[src/rtl/fir_stream_host_if.sv]
// Valid/ready stream bundle carrying samples into and results out of fir_stream_host.
interface fir_stream_host_if #(
  parameter int unsigned DataW = 32
);
  logic             valid;
  logic             ready;
  logic [DataW-1:0] data;

  modport master (output valid, output data, input ready);
  modport slave  (input valid, input data, output ready);
endinterface

[src/rtl/fir_stream_host.sv]
// Host side of the FIR start/hold protocol: feeds samples, captures results into an output FIFO.
// Optional COEFF watchdog and err_timeout enabled by defining FIR_HOST_TIMEOUT_EN.
module fir_stream_host #(
  parameter int unsigned DEPTH        = 8,
  parameter int unsigned DRAIN_CYCLES = 7,
  parameter int unsigned COEFF_WAIT   = 32
) (
  input  logic               clk,
  input  logic               reset,
  input  logic               cfg_go,
  input  logic               cfg_stop,
  fir_stream_host_if.slave   in_if,
  output logic [31:0]        fir_data_in,
  output logic               fir_start_coe,
  output logic               fir_hold,
  input  logic               fir_start_togivedata,
  input  logic               fir_start_toread,
  input  logic [31:0]        fir_data_out,
  fir_stream_host_if.master  out_if,
  output logic               busy,
  output logic               err_timeout,
  output logic               err_overflow
);
  localparam int unsigned PtrW = $clog2(DEPTH);
  localparam int unsigned CntW = PtrW + 1;
  localparam int unsigned DrnW = $clog2(DRAIN_CYCLES + 1);

  typedef enum logic [1:0] {StIdle, StCoeff, StStream, StDrain} state_e;

  state_e          state_q, state_d;
  logic            coe_q, coe_d;
  logic [31:0]     data_in_q, data_in_d;
  logic [DrnW-1:0] drain_cnt_q, drain_cnt_d;
  logic            err_ovf_q, err_ovf_d;
  logic [PtrW-1:0] wr_ptr_q, wr_ptr_d, rd_ptr_q, rd_ptr_d;
  logic [CntW-1:0] count_q, count_d;
  logic [31:0]     mem_q [DEPTH];
  logic            empty, full, almost_full, push, pop, hold, in_ready, accept;

`ifdef FIR_HOST_TIMEOUT_EN
  localparam int unsigned WdW = $clog2(COEFF_WAIT + 1);
  logic [WdW-1:0] wd_q, wd_d;
  logic           err_to_q, err_to_d;
`else
  logic unused_coeff_wait;
  assign unused_coeff_wait = ^COEFF_WAIT;
`endif

  assign empty       = (count_q == '0);
  assign full        = (count_q == CntW'(DEPTH));
  assign almost_full = (count_q >= CntW'(DEPTH - 2));
  assign pop         = !empty && out_if.ready;
  // A full FIFO still accepts a capture when the head leaves in the same cycle.
  assign push        = fir_start_toread && (!full || pop);

  always_comb begin
    hold     = 1'b0;
    in_ready = 1'b0;
    case (state_q)
      StStream: begin
        hold     = !in_if.valid || almost_full;
        in_ready = fir_start_togivedata && !hold;
      end
      StDrain: hold = almost_full;
      default: ;
    endcase
  end

  assign accept = in_if.valid && in_ready;

  always_comb begin
    state_d     = state_q;
    coe_d       = coe_q;
    data_in_d   = data_in_q;
    drain_cnt_d = drain_cnt_q;
    err_ovf_d   = err_ovf_q;
    wr_ptr_d    = push ? wr_ptr_q + PtrW'(1) : wr_ptr_q;
    rd_ptr_d    = pop ? rd_ptr_q + PtrW'(1) : rd_ptr_q;
    count_d     = count_q + CntW'(push) - CntW'(pop);
`ifdef FIR_HOST_TIMEOUT_EN
    wd_d        = wd_q;
    err_to_d    = err_to_q;
`endif
    case (state_q)
      StIdle: begin
        if (cfg_go) begin
          state_d   = StCoeff;
          coe_d     = 1'b1;
          err_ovf_d = 1'b0;
`ifdef FIR_HOST_TIMEOUT_EN
          err_to_d  = 1'b0;
          wd_d      = '0;
`endif
        end
      end
      StCoeff: begin
        if (fir_start_togivedata) begin
          state_d = StStream;
`ifdef FIR_HOST_TIMEOUT_EN
        end else if (wd_q == WdW'(COEFF_WAIT - 1)) begin
          state_d  = StIdle;
          coe_d    = 1'b0;
          err_to_d = 1'b1;
        end else begin
          wd_d = wd_q + WdW'(1);
`endif
        end
      end
      StStream: begin
        if (accept) data_in_d = in_if.data;
        if (cfg_stop) begin
          state_d     = StDrain;
          drain_cnt_d = '0;
        end
      end
      StDrain: begin
        data_in_d = '0;
        if (fir_start_toread) begin
          if (drain_cnt_q == DrnW'(DRAIN_CYCLES - 1)) begin
            state_d = StIdle;
            coe_d   = 1'b0;
          end else begin
            drain_cnt_d = drain_cnt_q + DrnW'(1);
          end
        end
      end
      default: state_d = StIdle;
    endcase
    if (fir_start_toread && full && !pop) err_ovf_d = 1'b1;
  end

  always_ff @(posedge clk or negedge reset) begin
    if (!reset) begin
      state_q     <= StIdle;
      coe_q       <= 1'b0;
      data_in_q   <= '0;
      drain_cnt_q <= '0;
      err_ovf_q   <= 1'b0;
      wr_ptr_q    <= '0;
      rd_ptr_q    <= '0;
      count_q     <= '0;
`ifdef FIR_HOST_TIMEOUT_EN
      wd_q        <= '0;
      err_to_q    <= 1'b0;
`endif
    end else begin
      state_q     <= state_d;
      coe_q       <= coe_d;
      data_in_q   <= data_in_d;
      drain_cnt_q <= drain_cnt_d;
      err_ovf_q   <= err_ovf_d;
      wr_ptr_q    <= wr_ptr_d;
      rd_ptr_q    <= rd_ptr_d;
      count_q     <= count_d;
`ifdef FIR_HOST_TIMEOUT_EN
      wd_q        <= wd_d;
      err_to_q    <= err_to_d;
`endif
    end
  end

  always_ff @(posedge clk) begin
    if (push) mem_q[wr_ptr_q] <= fir_data_out;
  end

  assign in_if.ready   = in_ready;
  assign out_if.valid  = !empty;
  // Storage is not reset, so the head is masked while the FIFO is empty.
  assign out_if.data   = empty ? '0 : mem_q[rd_ptr_q];
  assign fir_data_in   = data_in_q;
  assign fir_start_coe = coe_q;
  assign fir_hold      = hold;
  assign busy          = (state_q != StIdle);
  assign err_overflow  = err_ovf_q;
`ifdef FIR_HOST_TIMEOUT_EN
  assign err_timeout   = err_to_q;
`else
  assign err_timeout   = 1'b0;
`endif

endmodule
[src/flat_wrapper.sv]
// flat-port wrapper written by rule: the top's interface ports become plain ports
module fir_stream_host_flat 
#(
  parameter int unsigned DEPTH        = 8,
  parameter int unsigned DRAIN_CYCLES = 7,
  parameter int unsigned COEFF_WAIT   = 32
)
  (clk, reset, cfg_go, cfg_stop, fir_data_in, fir_start_coe, fir_hold, fir_start_togivedata, fir_start_toread, fir_data_out, busy, err_timeout, err_overflow, in_if_valid, in_if_data, in_if_ready, out_if_valid, out_if_data, out_if_ready);
  fir_stream_host_if in_if_i ();
  fir_stream_host_if out_if_i ();
  input  logic clk;
  input  logic reset;
  input  logic cfg_go;
  input  logic cfg_stop;
  output logic [31:0] fir_data_in;
  output logic fir_start_coe;
  output logic fir_hold;
  input  logic fir_start_togivedata;
  input  logic fir_start_toread;
  input  logic [31:0] fir_data_out;
  output logic busy;
  output logic err_timeout;
  output logic err_overflow;
  input wire logic [$bits(in_if_i.valid)-1:0] in_if_valid;
  input wire logic [$bits(in_if_i.data)-1:0] in_if_data;
  output wire logic [$bits(in_if_i.ready)-1:0] in_if_ready;
  output wire logic [$bits(out_if_i.valid)-1:0] out_if_valid;
  output wire logic [$bits(out_if_i.data)-1:0] out_if_data;
  input wire logic [$bits(out_if_i.ready)-1:0] out_if_ready;
  assign in_if_i.valid = in_if_valid;
  assign in_if_i.data = in_if_data;
  assign in_if_ready = in_if_i.ready;
  assign out_if_valid = out_if_i.valid;
  assign out_if_data = out_if_i.data;
  assign out_if_i.ready = out_if_ready;
  fir_stream_host #(.DEPTH(DEPTH), .DRAIN_CYCLES(DRAIN_CYCLES), .COEFF_WAIT(COEFF_WAIT)) u_core (.clk(clk), .reset(reset), .cfg_go(cfg_go), .cfg_stop(cfg_stop), .in_if(in_if_i), .fir_data_in(fir_data_in), .fir_start_coe(fir_start_coe), .fir_hold(fir_hold), .fir_start_togivedata(fir_start_togivedata), .fir_start_toread(fir_start_toread), .fir_data_out(fir_data_out), .out_if(out_if_i), .busy(busy), .err_timeout(err_timeout), .err_overflow(err_overflow));
endmodule
[config.mk]
export PLATFORM = sky130hd
export DESIGN_NAME = fir_stream_host_flat
export DESIGN_NICKNAME = d
export VERILOG_FILES = /design/src/rtl/fir_stream_host_if.sv /design/src/rtl/fir_stream_host.sv /design/src/flat_wrapper.sv
export SDC_FILE = /design/constraint.sdc
export NUM_CORES = 1
export LEC_CHECK = 0
export CORE_MARGIN = 10
export CORE_UTILIZATION = 53
export DETAILED_ROUTE_END_ITERATION = 12
export DONT_BUFFER_PORTS = 1
export HOLD_SLACK_MARGIN = 0.08
export PLACE_DENSITY = 0.64
export SLEW_MARGIN = 20
export SYNTH_ARGS = -nofsm -noshare
export SYNTH_HDL_FRONTEND = slang
export SYNTH_SLANG_ARGS = --single-unit
[constraint.sdc]
create_clock -name clk -period 9.7 [get_ports clk]
set_input_delay 1.455 -clock clk [delete_from_list [all_inputs] [get_ports clk]]
set_output_delay 1.455 -clock clk [all_outputs]
set_load 0.01 [all_outputs]
==> flow_metrics.tcl, run 1 <==
set metrics [dict create \
    outcome "finished, final reports clean" \
    nFillCells 1629 \
    ctsRootBufferMaster "clkbuf_16" \
    rr_worst_depth 9 \
    final_cells 956 \
    synth.distinct_cells 42 \
    fmax_mhz 222.6 \
    reg2reg_to "u_core.mem_q[1][1]" \
    slew_headroom 0.3448 \
    postCtsSetupBuffers 0 \
    worstSetupStartpointType "flop" \
    setup_viol 0 \
    worstMarginPinSlew_ps 981.4 \
    ant_nets 0 \
    pin_count 143 \
    whs_ps 551.9 \
    final_max_slew_viol_count 0 \
    setup_tns_ps 0 \
    wire_per_inst_um 25.73 \
    via_count 5879 \
    powerDensity_nw_per_um2 308.6 \
    syn2layout_area_growth_pct 10.69 \
    placement_rows 55 \
    antenna_cells 0 \
    cts_sinks 305 \
    synth_top_flop_cell "edfxtp_1" \
    min_path_type "reg2reg" \
    synth_nets 728 \
    synth_area_per_cell_um2 19.01 \
    die-area_um2 29370 \
    multi_input_area_um2 2985 \
    placed_cell_area_um2 12450 \
    yosys_warnings 0 \
    cts_tree "done" \
    finalCritPeriodShare 0.4632 \
    hold_start "u_core.rd_ptr_q[2]" \
    synthCells 639 \
    grt_pass1_vias 6185 \
    regArea_um2 8919 \
    worst_setup_path_end_kind "output port" \
    core_um2 22570 \
    die_x_um 171.4 \
    cp.arrival_ps 3040 \
    holdBufCountCts 0 \
    io_buffers 0 \
    nets 736 \
    whs_endpoint "u_core.rd_ptr_q[2]" \
    yosys_register_bits 305 \
    drt_first_pass_iters 4 \
    grt_antenna_before_repair 0 \
    start_util 0.5381 \
    max-vdd-ir-drop_mv 0.1958 \
    crit_path_max_fanout 40 \
    cts.path.max_buffers 3 \
    htreeDepth 1 \
    rsz0062_at_grt "false" \
    clk_pin_slew_ps 60 \
    final_area_um2 13450 \
    dp_hpwl_um 14650 \
    routed_wl_um 24600 \
    drt_iter0_markers 465 \
    ctsResizeCount 0 \
    layout_min_cycle_time_ps 4493 \
    drv_cap 0 \
    viasPerCell 6.150 \
    path_class "reg2out" \
    r2r_slack_ps 6760 \
    worstSkewPairLatency_ps 550 \
    p_leak_nw 4.689 \
    grt_usage 0.1672 \
    grt_first_pass_wirelength_um 37500 \
    gp_congestion 0.7683 \
    fin_skew_ps 24.81 \
    drive_above_1_share 0.1818 \
    overflow 0 \
    async_reset_ff_frac 0.1607 \
    hold_viol 0 \
    r2r_start "u_core.count_q[2]" \
    syn_area_um2 12150 \
    drc 0 \
    crit_required_ps 8250 \
    cts_made_buffers 31 \
    place_inst 899 \
    synth_edf_count 256 \
    grt_max_degree 68 \
    holdPathStages 1 \
    ys_seq_area_frac 0.7338 \
    die_y_um 171.4 \
]
## critical path, cell delays in order (launching register included)
cell     delay [ps]
dfrtp_4         740
buf_4           740
mux4_1          640
a22o_1          320
## kinds of logic after synthesis
group | Yosys count | share of synthesized area
buf+inv | 60 | 0.02544
mux | 68 | 0.1275
xor+xnor | 6 | 0.004326
other cells | 1 | 0.0003087
flops | 305 | 0.7338
fa+ha+maj | 17 | 0.01813
simple gates | 69 | 0.02524
compound gates | 113 | 0.06520
## cell usage after synthesis (all sizes together), types with 3 or more instances
cell type,instances,area share
clkbuf,13,0.0040
a22o,34,0.025
ha,16,0.016
xnor2,4,0.0029
nand2b,5,0.0026
nor2,6,0.0019
nand3,4,0.0016
nand2,42,0.013
a21oi,4,0.0016
edfxtp,256,0.63
nor3,5,0.0021
o21ai,37,0.015
o211ai,32,0.020
dfrtp,49,0.10
inv,20,0.0062
mux2,3,0.0028
buf,27,0.015
mux4,64,0.12
## layer usage
metal	wire, µm	GRT usage	vias to the layer above
met5	0	0	-
met4	420	0.03705	0
met3	2420	0.05615	34
met2	12000	0.2787	193
met1	9752	0.2084	3065
li1	-	-	2587
## power by group
group / internal, mW / switching, mW
logic: 0.493 / 0.693
clock network: 0.684 / 0.460
registers: 1.67 / 0.149
## worst max path at each step
stage | startpoint | endpoint | slack [ps]
6_report | u_core.rd_ptr_q[0] | out_if_data[2] | 5210
5_1_grt | u_core.rd_ptr_q[0] | out_if_data[2] | 4990
4_1_cts | u_core.rd_ptr_q[0] | out_if_data[3] | 5120
3_5_place_dp | u_core.rd_ptr_q[0] | out_if_data[3] | 5700
3_3_place_gp | u_core.rd_ptr_q[0] | out_if_data[2] | 5740
2_1_floorplan | out_if_ready | u_core.mem_q[0][0] | 4420
## placed cells by master, fill, tap and decap left out, types with 2 or more instances in the layout
cell,count
o21ai_1,11
nor2_1,3
clkbuf_8,3
a21o_1,2
dfrtp_1,47
nand2_1,42
o21ai_0,26
xor2_1,2
nor3_2,4
mux2_2,2
nand2b_1,5
ha_1,16
o211ai_1,32
nor2_4,3
clkinv_1,8
clkbuf_1,5
a21oi_1,3
a22o_1,34
inv_1,18
bufinv_16,3
xnor2_1,4
mux4_2,47
mux4_1,17
edfxtp_1,256
nand3_1,4
inv_2,2
buf_4,15
clkinv_2,5
clkbuf_16,31
## flip-flops by register name, indices dropped and copies added (netlist names)
register              flops
u_core.mem_q            256
u_core.fir_data_in       32
u_core.count_q            4
u_core.drain_cnt_q        3
u_core.rd_ptr_q           3
u_core.wr_ptr_q           3
u_core.state_q            2
u_core.err_overflow       1
u_core.fir_start_coe      1
## cell type report
| class | instances | share of cell area |
|---|---|---|
| clock buffer | 39 | 0.06216 |
| multi-input combinational | 274 | 0.2220 |
| timing repair buffer | 15 | 0.008375 |
| inverter | 20 | 0.005583 |
| clock inverter | 18 | 0.01200 |
| sequential | 305 | 0.6633 |
| tap | 285 | 0.02652 |
## stage by stage
step | power, mW | setup slack [ps] | util
2_1_floorplan | 2.763 | 4419 | -
3_3_place_gp | 3.032 | 5736 | 0.5515
3_5_place_dp | 3.069 | 5704 | 0.5515
4_1_cts | 4.220 | 5121 | 0.5957
5_1_grt | 4.382 | 4985 | 0.5957
6_report | 4.150 | 5207 | 0.5957
Note: power is estimated with default switching activity, not from simulation.
==> inputs of run 2 (changes only) <==
--- a/config.mk
+++ b/config.mk
@@ -5,6 +5,7 @@
 export SDC_FILE = /design/constraint.sdc
 export NUM_CORES = 1
 export LEC_CHECK = 0
+export ABC_AREA = 1
 export CORE_MARGIN = 10
 export CORE_UTILIZATION = 53
 export DETAILED_ROUTE_END_ITERATION = 12
==> constraint.sdc (replaced) <==
create_clock -name clk -period 4.6 [get_ports clk]
set_input_delay 0.69 -clock clk [delete_from_list [all_inputs] [get_ports clk]]
set_output_delay 0.69 -clock clk [all_outputs]
set_load 0.01 [all_outputs]
==> run 2 against run 1 <==
First-iteration DRC count is 20% higher. Sequential share of layout area is 6.7 points lower. Power is 120% higher. Area after synthesis is 12% higher. Critical path depth is 4 higher. Cell area is 11% higher. Count of clock-buffer cells in the layout is 13 higher. Clock power is 120% higher. Highest routed layer unchanged. Clock skew is 11 ps lower. Sequential power is 120% higher. Global-route usage is 0.86 points higher. Flip-flop and latch count stayed put.
==> flow_metrics.tcl, run 2 <==
set metrics [dict create \
    grt_antenna_before_repair 0 \
    drt_first_pass_iters 5 \
    final_cells 1740 \
    antenna_cells 0 \
    top_register "u_core.mem_q" \
    layout_min_cycle_time_ps 3696 \
    synth_top_flop_cell "edfxtp_1" \
    final_max_slew_viol_count 0 \
    regArea_um2 8920 \
    die_y_um 180.4 \
    dp_hpwl_um 16970 \
    die_x_um 180.4 \
    multi_input_area_um2 3379 \
    routed_wl_um 29370 \
    worstSetupStartpointType "flop" \
    layout_common_cells "389 x nand2_1, 280 x inv_1, 256 x edfxtp_1" \
    syn_area_um2 13640 \
    cp.arrival_ps 3010 \
    grt_pass1_vias 8682 \
    die-area_um2 32540 \
    nFillCells 2130 \
    clockPowerShare 0.266 \
    p_int_mw 5.834 \
    synth_largest_area_cell "edfxtp_1" \
    synth_area_leaders "edfxtp_1 56%, nand2_1 11%, dfrtp_1 9.0%" \
    start_util 0.5399 \
    postCtsSetupBuffers 0 \
    fin_skew_ps 13.41 \
    cts_tree "done" \
    async_reset_ff_frac 0.1607 \
    via_count 8778 \
    rsz0062_at_grt "false" \
    placement_rows 58 \
    yosys-top-cells-count "389 x nand2_1, 281 x inv_1, 256 x edfxtp_1, 235 x nand3_1, 80 x nor2_1" \
    p_leak_nw 6.963 \
    io_buffers 0 \
    synth_area_per_cell_um2 9.726 \
    switching_share 0.3739 \
    clk_pin_slew_ps 60 \
    ys_seq_area_frac 0.6537 \
    ctsRootBufferMaster "clkbuf_16" \
    switching_power_mw 3.485 \
    worstSkewPairLatency_ps 550 \
    max-vdd-ir-drop_mv 0.3849 \
    synth_edf_count 256 \
    crit_path_max_fanout 75 \
    setup_tns_ps 0 \
    htreeDepth 1 \
    nets 1474 \
    cts.path.max_buffers 3 \
    fmax_mhz 270.6 \
    grt_usage 0.1758 \
    ant_nets 0 \
    drc 0 \
    outcome "finished, final reports clean" \
    cts_made_buffers 31 \
    synthCells 1402 \
    syn2layout_area_growth_pct 9.653 \
    core_um2 25250 \
    final_common_cell "nand2_1" \
    worstMarginPinSlew_ps 1086 \
    p_total_mw 9.319 \
    slew_headroom 0.2746 \
    pin_count 143 \
    powerDensity_nw_per_um2 623.3 \
    p_seq_frac 0.423 \
    viasPerCell 5.045 \
    synth_top_cell_area_share 0.5638 \
    power_frac_comb 0.311 \
    overflow 0 \
    setup_viol 0 \
    finalCritPeriodShare 0.8035 \
    yosysMostFrequentCell "nand2_1" \
    yosys_warnings 0 \
    grt_max_degree 76 \
    drv_cap 0 \
    drive_above_1_share 0.05674 \
    hold_viol 0 \
    crit_required_ps 3910 \
    synth.distinct_cells 23 \
    min_path_type "in2reg" \
    path_class "reg2out" \
    worst_setup_path_end_kind "output port" \
    place_inst 1680 \
    wire_per_inst_um 16.88 \
    grt_first_pass_wirelength_um 46980 \
    cts_sinks 305 \
    yosys_register_bits 305 \
    synth_nets 1491 \
    gp_congestion 0.7483 \
    largest_register_ffs 256 \
    drt_iter0_markers 560 \
]
run 2: cell families after synthesis:
| family | share of synthesized area |
|---|---|
| buf+inv | 0.1029 |
| compound gates | 0.004404 |
| flops | 0.6537 |
| fa+ha+maj | 0.01615 |
| simple gates | 0.2188 |
| other cells | 0.0002750 |
| xor+xnor | 0.003855 |
run 2: final timing paths:
kind	from	to	slack, ps	cells past startpoint
worst max-delay path	u_core.rd_ptr_q[0]	out_if_data[6]	900	7
worst min-delay path	fir_data_out[0]	u_core.mem_q[0][0]	230	0
worst max register to register	u_core.count_q[3]	u_core.mem_q[4][2]	1790	8
worst min register to register	u_core.drain_cnt_q[1]	u_core.drain_cnt_q[1]	530	2
max in group asynchronous	reset	u_core.rd_ptr_q[0]	3730	2
min in group asynchronous	reset	u_core.fir_data_in[0]	640	2
run 2: what timing repair did:
item	4_1_cts	5_1_grt
hold endpoints to repair	49	0
hold buffers	2	0
gates resized for setup	0	0
run 2: power by group through the flow:
stage | clock network (mW) | registers, mW | logic [mW]
6_report | 2.48 | 3.94 | 2.90
2_1_floorplan | 0 | 3.78 | 2.37
3_3_place_gp | 0 | 4.00 | 2.86
3_5_place_dp | 0 | 3.99 | 2.94
5_1_grt | 2.65 | 4.01 | 3.33
4_1_cts | 2.53 | 3.95 | 2.96
run 2: area by class of cell:
type,count,share of cell area
Timing Repair Buffer,17,0.01004
Sequential cell,305,0.5966
Tap cell,330,0.02762
Clock buffer,52,0.06251
Clock inverter,6,0.005774
Multi-Input combinational cell,746,0.2260
Inverter,284,0.07146
run 2: critical path: stages, from the launching register on:
cell and delay (ps):
dfrtp_4 860, inv_4 490, buf_4 380, nand2_1 100, nand3_1 70, nand3_1 120, nand2_1 60, nor2_1 300
run 2: stage by stage:
| stage | utilization | setup WS, ps | instance area (µm²) | hold WS, ps |
|---|---|---|---|---|
| 2_1_floorplan | - | 1736 | 13640 | 394.4 |
| 3_3_place_gp | 0.5501 | 1525 | 13890 | 396.2 |
| 3_5_place_dp | 0.5501 | 1520 | 13890 | 396.1 |
| 4_1_cts | 0.5921 | 905.7 | 14950 | 202.6 |
| 5_1_grt | 0.5921 | 678.9 | 14950 | 200.6 |
| 6_report | 0.5921 | 903.9 | 14950 | 229.4 |
run 2: per-layer routing:
layer | up-vias | GRT usage | part of all wire
met5 | - | 0 | 0
met4 | 0 | 0.04101 | 0.014
met3 | 29 | 0.05141 | 0.081
met2 | 253 | 0.2990 | 0.48
met1 | 4113 | 0.2165 | 0.42
li1 | 4383 | - | -
==> inputs of run 3 (changes only) <==
--- a/config.mk
+++ b/config.mk
@@ -11,7 +11,7 @@
 export DETAILED_ROUTE_END_ITERATION = 12
 export DONT_BUFFER_PORTS = 1
 export HOLD_SLACK_MARGIN = 0.08
-export PLACE_DENSITY = 0.64
+export PLACE_DENSITY = 0.67
 export SLEW_MARGIN = 20
 export SYNTH_ARGS = -nofsm -noshare
 export SYNTH_HDL_FRONTEND = slang
==> constraint.sdc (replaced) <==
create_clock -name clk -period 3.2 [get_ports clk]
set_input_delay 0.48 -clock clk [delete_from_list [all_inputs] [get_ports clk]]
set_output_delay 0.48 -clock clk [all_outputs]
set_load 0.01 [all_outputs]
==> run 3 against run 2 <==
Sequential power rose by 44%. Sequential share of layout area fell by 2.9 points. Wire length rose by 4.6%. Combinational power rose by 53%. Count of clock-buffer cells in the layout fell by 16. Power rose by 45%. Critical path depth did not move. Die area did not move. First-iteration DRC count rose by 4.3%. Largest cell class unchanged.
==> flow_metrics.tcl, run 3 (synthesis results as in run 2) <==
set metrics [dict create \
    outcome "finished, final reports clean" \
    htreeDepth 1 \
    postCtsSetupBuffers 0 \
    grt_first_pass_wirelength_um 49510 \
    min_path_type "in2reg" \
    final_max_slew_viol_count 0 \
    rr_worst_depth 11 \
    grt_pass1_vias 9116 \
    ctsRootBufferMaster "clkbuf_16" \
    cts_tree "done" \
    drt_iter0_markers 584 \
    max-vdd-ir-drop_mv 0.4587 \
    die-area_um2 32540 \
    cts_made_buffers 30 \
    powerDensity_nw_per_um2 862.6 \
    via_count 9111 \
    nFillCells 2038 \
    holdBufCountCts 66 \
    routed_wl_um 30710 \
    placement_rows 58 \
    rsz0062_at_grt "false" \
    drt_first_pass_iters 5 \
    finalCritPeriodShare 0.9041 \
    core_um2 25250 \
    gp_congestion 0.7644 \
    nets 1549 \
    ant_nets 0 \
    worstMarginPinSlew_ps 1062 \
    cts_sinks 305 \
    ctsResizeCount 0 \
    clk_pin_slew_ps 60 \
    fin_skew_ps 17.12 \
    worst_setup_path_end_kind "output port" \
    drc 0 \
    syn2layout_area_growth_pct 15.27 \
    holdPathStages 2 \
    viasPerCell 5.017 \
    fmax_mhz 345.7 \
    worstSetupStartpointType "flop" \
    setup_viol 0 \
    pin_count 143 \
    p_leak_nw 7.309 \
    io_buffers 0 \
    die_x_um 180.4 \
    wire_per_inst_um 16.91 \
    cts.path.max_buffers 3 \
    slew_headroom 0.2903 \
    top_register "u_core.mem_q" \
    grt_max_degree 104 \
    grt_usage 0.1844 \
    hold_viol 0 \
    overflow 0 \
    path_class "reg2out" \
    whs_ps 104.8 \
    final_cells 1816 \
    crit_required_ps 2720 \
    drive_above_1_share 0.06469 \
    die_y_um 180.4 \
    final_common_cell "nand2_1" \
    grt_antenna_before_repair 3 \
    layout_common_cells "389 x nand2_1, 280 x inv_1, 256 x edfxtp_1" \
    setup_tns_ps 0 \
    layout_min_cycle_time_ps 2893 \
    worstSkewPairLatency_ps 550 \
    drv_cap 0 \
    cp.arrival_ps 2410 \
    place_inst 1692 \
    crit_path_max_fanout 35 \
    dp_hpwl_um 18460 \
    start_util 0.5399 \
    largest_register_ffs 256 \
]
run 3: cell count changes in the layout (fill, tap and decap cells not counted):
cell and change:
dlygate4sd3_1 +64, clkbuf_1 -10, clkinv_2 +9, clkbuf_8 -7, buf_12 +6, buf_4 +6, clkinv_1 +4, diode_2 +2
inv_4 +2, clkbuf_16 +1, inv_6 -1
run 3: final timing paths:
check	start	endpoint	slack [ps]
min reg2reg	u_core.drain_cnt_q[1]	u_core.drain_cnt_q[1]	550
max reg2reg	u_core.count_q[3]	u_core.count_q[1]	940
min	fir_start_toread	u_core.wr_ptr_q[1]	100
max in group asynchronous	reset	u_core.rd_ptr_q[0]	2510
max	u_core.rd_ptr_q[0]	out_if_data[29]	310
min in group asynchronous	reset	u_core.fir_data_in[28]	450
run 3: critical path, cell delays in order (launching register included):
cell	delay (ps)
dfrtp_4	630
inv_4	400
buf_4	360
nand2_1	100
nand3_1	90
nand3_1	90
nand2_1	90
nor2_1	100
run 3: area by class of cell:
class / count / area [µm²] / area share
multi-input cells: 746 / 3379 / 0.2150
inverters: 284 / 1069 / 0.06798
clock inverters: 20 / 150.1 / 0.009553
clock buffers: 36 / 825.8 / 0.05254
repair buffers: 93 / 955.9 / 0.06082
flip-flops and latches: 305 / 8920 / 0.5675
diodes: 2 / 5.005 / 0.0003184
well taps: 330 / 412.9 / 0.02627
run 3: power by group:
group          switching (mW)  internal, mW
Combinational            3.07          1.38
Clock                    1.45          2.00
Sequential              0.629          5.03
run 3: per-layer routing:
metal | wire, µm | GRT usage | vias up | part of all wire
li1 | - | - | 4538 | -
met1 | 12910 | 0.2336 | 4244 | 0.42
met2 | 14720 | 0.3051 | 291 | 0.48
met3 | 2493 | 0.04880 | 36 | 0.081
met4 | 581 | 0.05315 | 2 | 0.019
met5 | 12 | 0 | - | 0.00039
run 3: per-stage QoR:
step                setup WS, ps  power [mW]  area, µm²  utilization
finish                     307.0       13.56      15720       0.6224
global route               147.2       14.51      15720       0.6224
CTS                        258.3       13.71      15710       0.6222
detailed placement         861.3       10.11      14060       0.5567
global placement           869.3       10.02      14060       0.5567
floorplan                  336.3       8.835      13640            -
